===== src/rtl/mips_multicycle_control.sv =====
// Main control FSM for the multicycle MIPS datapath: sequences fetch/decode/execute/
// memory/writeback, stalls on mem_ready and counts retired instructions.
module mips_multicycle_control #(
   parameter int unsigned CNT_W = 32
) (
   input  logic             clk,
   input  logic             rst,
   input  logic [5:0]       opcode,
   input  logic             Zero,
   input  logic             mem_ready,
   output logic             pc_en,
   output logic             PCWrite,
   output logic             Branch,
   output logic             IorD,
   output logic             MemRead,
   output logic             MemWrite,
   output logic             IRWrite,
   output logic             RegDst,
   output logic             MemtoReg,
   output logic             RegWrite,
   output logic             ALUSrcA,
   output logic [1:0]       ALUSrcB,
   output logic [1:0]       ALUOp,
   output logic [1:0]       PCSource,
   output logic             illegal,
   output logic [3:0]       state,
   output logic [CNT_W-1:0] instr_count
);

   localparam int unsigned OP_W = 6;

   localparam logic [OP_W-1:0] OP_RTYPE = 6'b000000;
   localparam logic [OP_W-1:0] OP_LW    = 6'b100011;
   localparam logic [OP_W-1:0] OP_SW    = 6'b101011;
   localparam logic [OP_W-1:0] OP_ADDI  = 6'b001000;
   localparam logic [OP_W-1:0] OP_BEQ   = 6'b000100;
   localparam logic [OP_W-1:0] OP_J     = 6'b000010;

   typedef enum logic [3:0] {
      FETCH  = 4'd0,
      DECODE = 4'd1,
      MEMADR = 4'd2,
      MEMRD  = 4'd3,
      MEMWB  = 4'd4,
      MEMWR  = 4'd5,
      EXEC   = 4'd6,
      ALUWB  = 4'd7,
      BRANCH = 4'd8,
      JUMP   = 4'd9,
      ADDIWB = 4'd10
   } state_e;

   state_e           state_q, state_d;
   logic [CNT_W-1:0] cnt_q, cnt_d;
   logic             retire_c;

   // State register
   always_ff @(posedge clk) begin
      state_q <= state_d;
   end

   // Next-state logic; undefined codes fall back to FETCH
   always_comb begin
      state_d = FETCH;
      if (!rst) begin
         case (state_q)
            FETCH:  state_d = mem_ready ? DECODE : FETCH;
            DECODE: begin
               case (opcode)
                  OP_RTYPE:               state_d = EXEC;
                  OP_LW, OP_SW, OP_ADDI:  state_d = MEMADR;
                  OP_BEQ:                 state_d = BRANCH;
                  OP_J:                   state_d = JUMP;
                  default:                state_d = FETCH;
               endcase
            end
            MEMADR: begin
               case (opcode)
                  OP_LW:   state_d = MEMRD;
                  OP_SW:   state_d = MEMWR;
                  OP_ADDI: state_d = ADDIWB;
                  default: state_d = FETCH;
               endcase
            end
            MEMRD:   state_d = mem_ready ? MEMWB : MEMRD;
            MEMWR:   state_d = mem_ready ? FETCH : MEMWR;
            EXEC:    state_d = ALUWB;
            default: state_d = FETCH;
         endcase
      end
   end

   // Control outputs; everything held low while rst is asserted
   always_comb begin
      PCWrite  = 1'b0;
      Branch   = 1'b0;
      IorD     = 1'b0;
      MemRead  = 1'b0;
      MemWrite = 1'b0;
      IRWrite  = 1'b0;
      RegDst   = 1'b0;
      MemtoReg = 1'b0;
      RegWrite = 1'b0;
      ALUSrcA  = 1'b0;
      ALUSrcB  = 2'b00;
      ALUOp    = 2'b00;
      PCSource = 2'b00;
      illegal  = 1'b0;
      if (!rst) begin
         case (state_q)
            FETCH: begin
               MemRead = 1'b1;
               ALUSrcB = 2'b01;
               IRWrite = mem_ready;
               PCWrite = mem_ready;
            end
            DECODE: begin
               ALUSrcB = 2'b11;
               illegal = !(opcode inside {OP_RTYPE, OP_LW, OP_SW, OP_ADDI, OP_BEQ, OP_J});
            end
            MEMADR: begin
               ALUSrcA = 1'b1;
               ALUSrcB = 2'b10;
            end
            MEMRD: begin
               IorD    = 1'b1;
               MemRead = 1'b1;
            end
            MEMWB: begin
               MemtoReg = 1'b1;
               RegWrite = 1'b1;
            end
            MEMWR: begin
               IorD     = 1'b1;
               MemWrite = 1'b1;
            end
            EXEC: begin
               ALUSrcA = 1'b1;
               ALUOp   = 2'b10;
            end
            ALUWB: begin
               RegDst   = 1'b1;
               RegWrite = 1'b1;
            end
            ADDIWB: RegWrite = 1'b1;
            BRANCH: begin
               ALUSrcA  = 1'b1;
               ALUOp    = 2'b01;
               Branch   = 1'b1;
               PCSource = 2'b01;
            end
            JUMP: begin
               PCWrite  = 1'b1;
               PCSource = 2'b10;
            end
            default: ;
         endcase
      end
      pc_en = PCWrite | (Branch & Zero);
   end

   // An instruction retires on the edge that leaves its final state
   assign retire_c = (state_q inside {MEMWB, ALUWB, ADDIWB, BRANCH, JUMP}) ||
                     ((state_q == MEMWR) && mem_ready);

   always_comb begin
      cnt_d = cnt_q;
      if (rst) begin
         cnt_d = '0;
      end else if (retire_c) begin
         cnt_d = cnt_q + CNT_W'(1);
      end
   end

   always_ff @(posedge clk) begin
      cnt_q <= cnt_d;
   end

   assign state       = state_q;
   assign instr_count = cnt_q;

endmodule

===== config.mk =====
export PLATFORM = sky130hd
export DESIGN_NAME = mips_multicycle_control
export DESIGN_NICKNAME = d
export VERILOG_FILES = /design/src/rtl/mips_multicycle_control.sv
export SDC_FILE = /design/constraint.sdc
export NUM_CORES = 1
export LEC_CHECK = 0
export CAP_MARGIN = 20
export CORE_MARGIN = 1
export CORE_UTILIZATION = 40
export DETAILED_ROUTE_END_ITERATION = 7
export PLACE_DENSITY = 0.7
export SYNTH_ARGS = -nofsm -noshare
export SYNTH_HDL_FRONTEND = slang
export SYNTH_SLANG_ARGS = --single-unit

===== constraint.sdc =====
create_clock -name clk -period 3.4 [get_ports clk]
set_input_delay 1.02 -clock clk [delete_from_list [all_inputs] [get_ports clk]]
set_output_delay 1.02 -clock clk [all_outputs]
set_load 0.005 [all_outputs]

==> results of run 1 <==
[routing by layer]
metal / vias to the layer above / share of wire [%] / GRT usage (%)
met5: - / 0 / 0
met4: 0 / 1.1 / 6.499
met3: 7 / 3.9 / 5.221
met2: 50 / 49 / 36.54
met1: 1070 / 46 / 25.98
li1: 1164 / - / -
[synthesized netlist by cell type, types with 2 or more instances]
master and number:
dfxtp_1 36, nor2_1 36, nand2_1 23, a21oi_1 17, nor4_1 15, nand3_1 14, nand4_1 14, o21ai_0 13
or3_1 11, xnor2_1 11, nor3_1 10, clkbuf_1 9, xor2_1 9, inv_1 6, or4_1 5, and3_1 4
and4_1 4, nand2b_1 4, buf_2 3, nor3b_1 3, o21a_1 3, a21o_1 2, a31oi_1 2, mux2i_1 2
nor2b_1 2, o31ai_1 2, or4_4 2
[flip-flops by register name, summed over array words and instances, names as in the netlist]
register and flops:
instr_count 32, state 4
[area by class of cell]
| type | instances | area share, % |
|---|---|---|
| Clock buffer | 6 | 2.379 |
| Timing Repair Buffer | 84 | 25.23 |
| Multi-Input combinational cell | 221 | 45.00 |
| Clock inverter | 1 | 0.1641 |
| Inverter | 6 | 0.7383 |
| Tap cell | 70 | 2.871 |
| Sequential cell | 36 | 23.63 |
[logic make-up (layout without fill, tap and decap cells)]
family,after synthesis,after routing,share of synthesized area (%)
mux,3,3,1.476
xor+xnor,20,20,8.265
compound gates,44,44,11.98
simple gates,153,153,39.20
flops,36,36,34.00
buf+inv,21,97,4.486
fa+ha+maj,1,1,0.5902
[what timing repair did]
item / 4_1_cts / 5_1_grt
setup endpoints to repair: 18 / 7
resized for setup: 27 / 18
pin swaps: 1 / 3
setup buffers: 2 / 1
[critical path: cells and delay by family]
family | cells | cell delay [ps]
buffers and inverters | 4 | 1050
and+or+nand+nor | 3 | 270
[stage by stage]
stage	setup TNS, ps	area (um2)	total power, uW	cells
2_1_floorplan	0	2120	462.6	278
3_3_place_gp	-2570	2900	503.9	414
3_5_place_dp	-3047	2900	504.4	414
4_1_cts	-46.60	3018	793.0	423
5_1_grt	0	3050	820.0	424
6_report	0	3050	786.6	424
[placed cells by master (no fill, tap or decap), types with 10 or more instances in the layout]
| master | Yosys | routed |
|---|---|---|
| or3_1 | 11 | 10 |
| dlygate4sd2_1 | 0 | 13 |
| nand2_1 | 23 | 22 |
| nor4_1 | 15 | 11 |
| clkdlybuf4s50_1 | 0 | 42 |
| nand4_1 | 14 | 14 |
| nand3_1 | 14 | 14 |
| o21ai_0 | 13 | 13 |
| xnor2_1 | 11 | 11 |
| a21oi_1 | 17 | 16 |
| dfxtp_1 | 36 | 36 |
| buf_4 | 1 | 19 |
| nor2_1 | 36 | 34 |
[power groups by stage]
| stage | combinational [uW] | clock (uW) | sequential, uW |
|---|---|---|---|
| after floorplan | 28.7 | 0 | 434 |
| after global placement | 69.9 | 0 | 434 |
| after detailed placement | 70.4 | 0 | 434 |
| after CTS | 71.1 | 298 | 424 |
| after global routing | 81.0 | 315 | 424 |
| final | 74.6 | 288 | 424 |
[worst max-delay path by stage]
stage | from | endpoint | slack [ps] | cells past startpoint
after floorplan | mem_ready | pc_en | 540 | 5
after global placement | opcode[1] | illegal | -270 | 5
after detailed placement | opcode[1] | illegal | -290 | 5
after CTS | rst | Branch | -50 | 4
after global routing | rst | ALUOp[1] | 10 | 7
final | rst | ALUOp[1] | 40 | 7
==> flow_summary_export.csv, run 1 <==
group,metric,value,unit
critical_path,cp_max_fo,6,
critical_path,crit_required,2380,ps
sta,setup_ws,44.65,ps
critical_path,r2r-start,"state[3]",
min_path,hp-start,"instr_count[29]",
floorplan,start_util,41.50,%
synthesis,ys_seq_area_share,34.00,%
critical_path,reg2regPathDepth,5,
global_routing,grt_max_degree,21,
power_and_ir_drop,p_leak,0.001093,uW
sta,hold_viol_final,0,
floorplan,pin_count,64,
job,drv_cap,0,
placed_design,portBuffers,63,
power_and_ir_drop,swShare,23.88,%
critical_path,rrSetupSlack,1010,ps
cells_and_area,post-route-util,59.73,%
synthesis,synth_area,2120,um2
sta,whs,518.2,ps
power_and_ir_drop,intPower,598.8,uW
cells_and_area,area_growth,43.92,%
cts,ctsHtreeMaxLevel,2,
detailed_routing,route.detailed.drc,0,
synthesis,async_flop_share,0,%
sta,period_minus_slack,3355,ps
power_and_ir_drop,power_frac_clock,36.6,%
power_and_ir_drop,peakVddDrop,0.1371,mV
detailed_routing,drt_iter0_markers,67,
synthesis,synth_seq_cells,36,
detailed_routing,post_drt_wl_per_cell,13.16,um
sta,clock-skew-final,5.503,ps
cts,clk_latency,290,ps
sta,rsz0062_at_grt,"no",
sta,worstMarginPinSlew,571.6,ps
critical_path,cp_cell_sequence,"clkdlybuf4s50_1 > buf_4 > nor2_2 > nand2_2 > buf_6 > nor2_1 > dlygate4sd2_1",
detailed_routing,ant_nets,0,
global_routing,grt_pass1_wl,9.163,mm
sta,slew_viol_final,0,
global_routing,grt_pass1_vias,2048,
synthesis,synthDistinctLibCells,43,
global_routing,track_usage,21.18,%
floorplan,core_area,5107,um2
cts,clk_pin_slew,70,ps
critical_path,worstSetupEndpointType,"primary output",
floorplan,die_area,5594,um2
cts,root_buffer,"clkbuf_8",
critical_path,arrival,2340,ps
critical_path,slowest_stage,"clkdlybuf4s50_1",
sta,setup-violations-final,0,
power_and_ir_drop,seqPwrFrac,54.0,%
synthesis,ys_warn_count,0,
floorplan,rows,26,
detailed_routing,viasPerCell,5.403,
min_path,holdPathEnd,"instr_count[29]",
synthesis,synth_top_area_cell,"dfxtp_1",
critical_path,cpPeakStageDelay,450,ps
sta,clock.fmax,298.0,MHz
cts,cts_buffers,5,
detailed_routing,firstDrtPassIters,4,
critical_path,critPathKind,"input pin to primary output",
synthesis,ys_top_cells_by_area,"dfxtp_1 (34%), nor2_1 (6.4%), xnor2_1 (4.5%)",
synthesis,synthCells,278,
synthesis,avgSynthCellArea,7.624,um2
global_routing,antenna_found_initial,0,
cts,cts_tree,"built",
cells_and_area,final_nets,365,
cells_and_area,regArea,720.7,um2
min_path,min_path_cells,2,
min_path,hold_class,"flop to flop",
placed_design,place_congestion,0.8468,
synthesis,synth_top_cell_area_share,34.00,%
cts,clockBufferDepth,2,
power_and_ir_drop,p_comb_share,9.5,%
synthesis,synth_ff_type,"dfxtp_1",
synthesis,synth_edf_count,0,
synthesis,synth_nets,289,
floorplan,die_h,74.80,um
placed_design,pre_cts_ws,-287.9,ps
detailed_routing,vias,2291,
cells_and_area,n_antenna_cell,0,
cts,cts-hold-fix-buffers,0,
critical_path,start_kind,"input pin",
critical_path,r2r-end,"instr_count[29]",
power_and_ir_drop,p_sw,187.8,uW
detailed_routing,wl,5.579,mm
sta,fin_crit_sh,98.69,%
global_routing,grt_overflow_total,0,
power_and_ir_drop,p_per_area,257.9,nW/um2
cells_and_area,nFillCells,489,
cells_and_area,multi_input_area,1373,um2
sta,slew_headroom,61.84,%
run_status,outcome,"complete, no violations",
cts,cts_sinks,36,
floorplan,die_w,74.80,um
cells_and_area,drive_above_1_share,14.12,%
placed_design,hpwl,4.105,mm
Note: power is estimated with default switching activity, not from simulation.
==> run 2: changes to the inputs <==
- CTS_CLUSTER_SIZE: unset -> 12
==> results of run 2 <==
The final DEF is identical to that of run 1; final timing and power are the same.
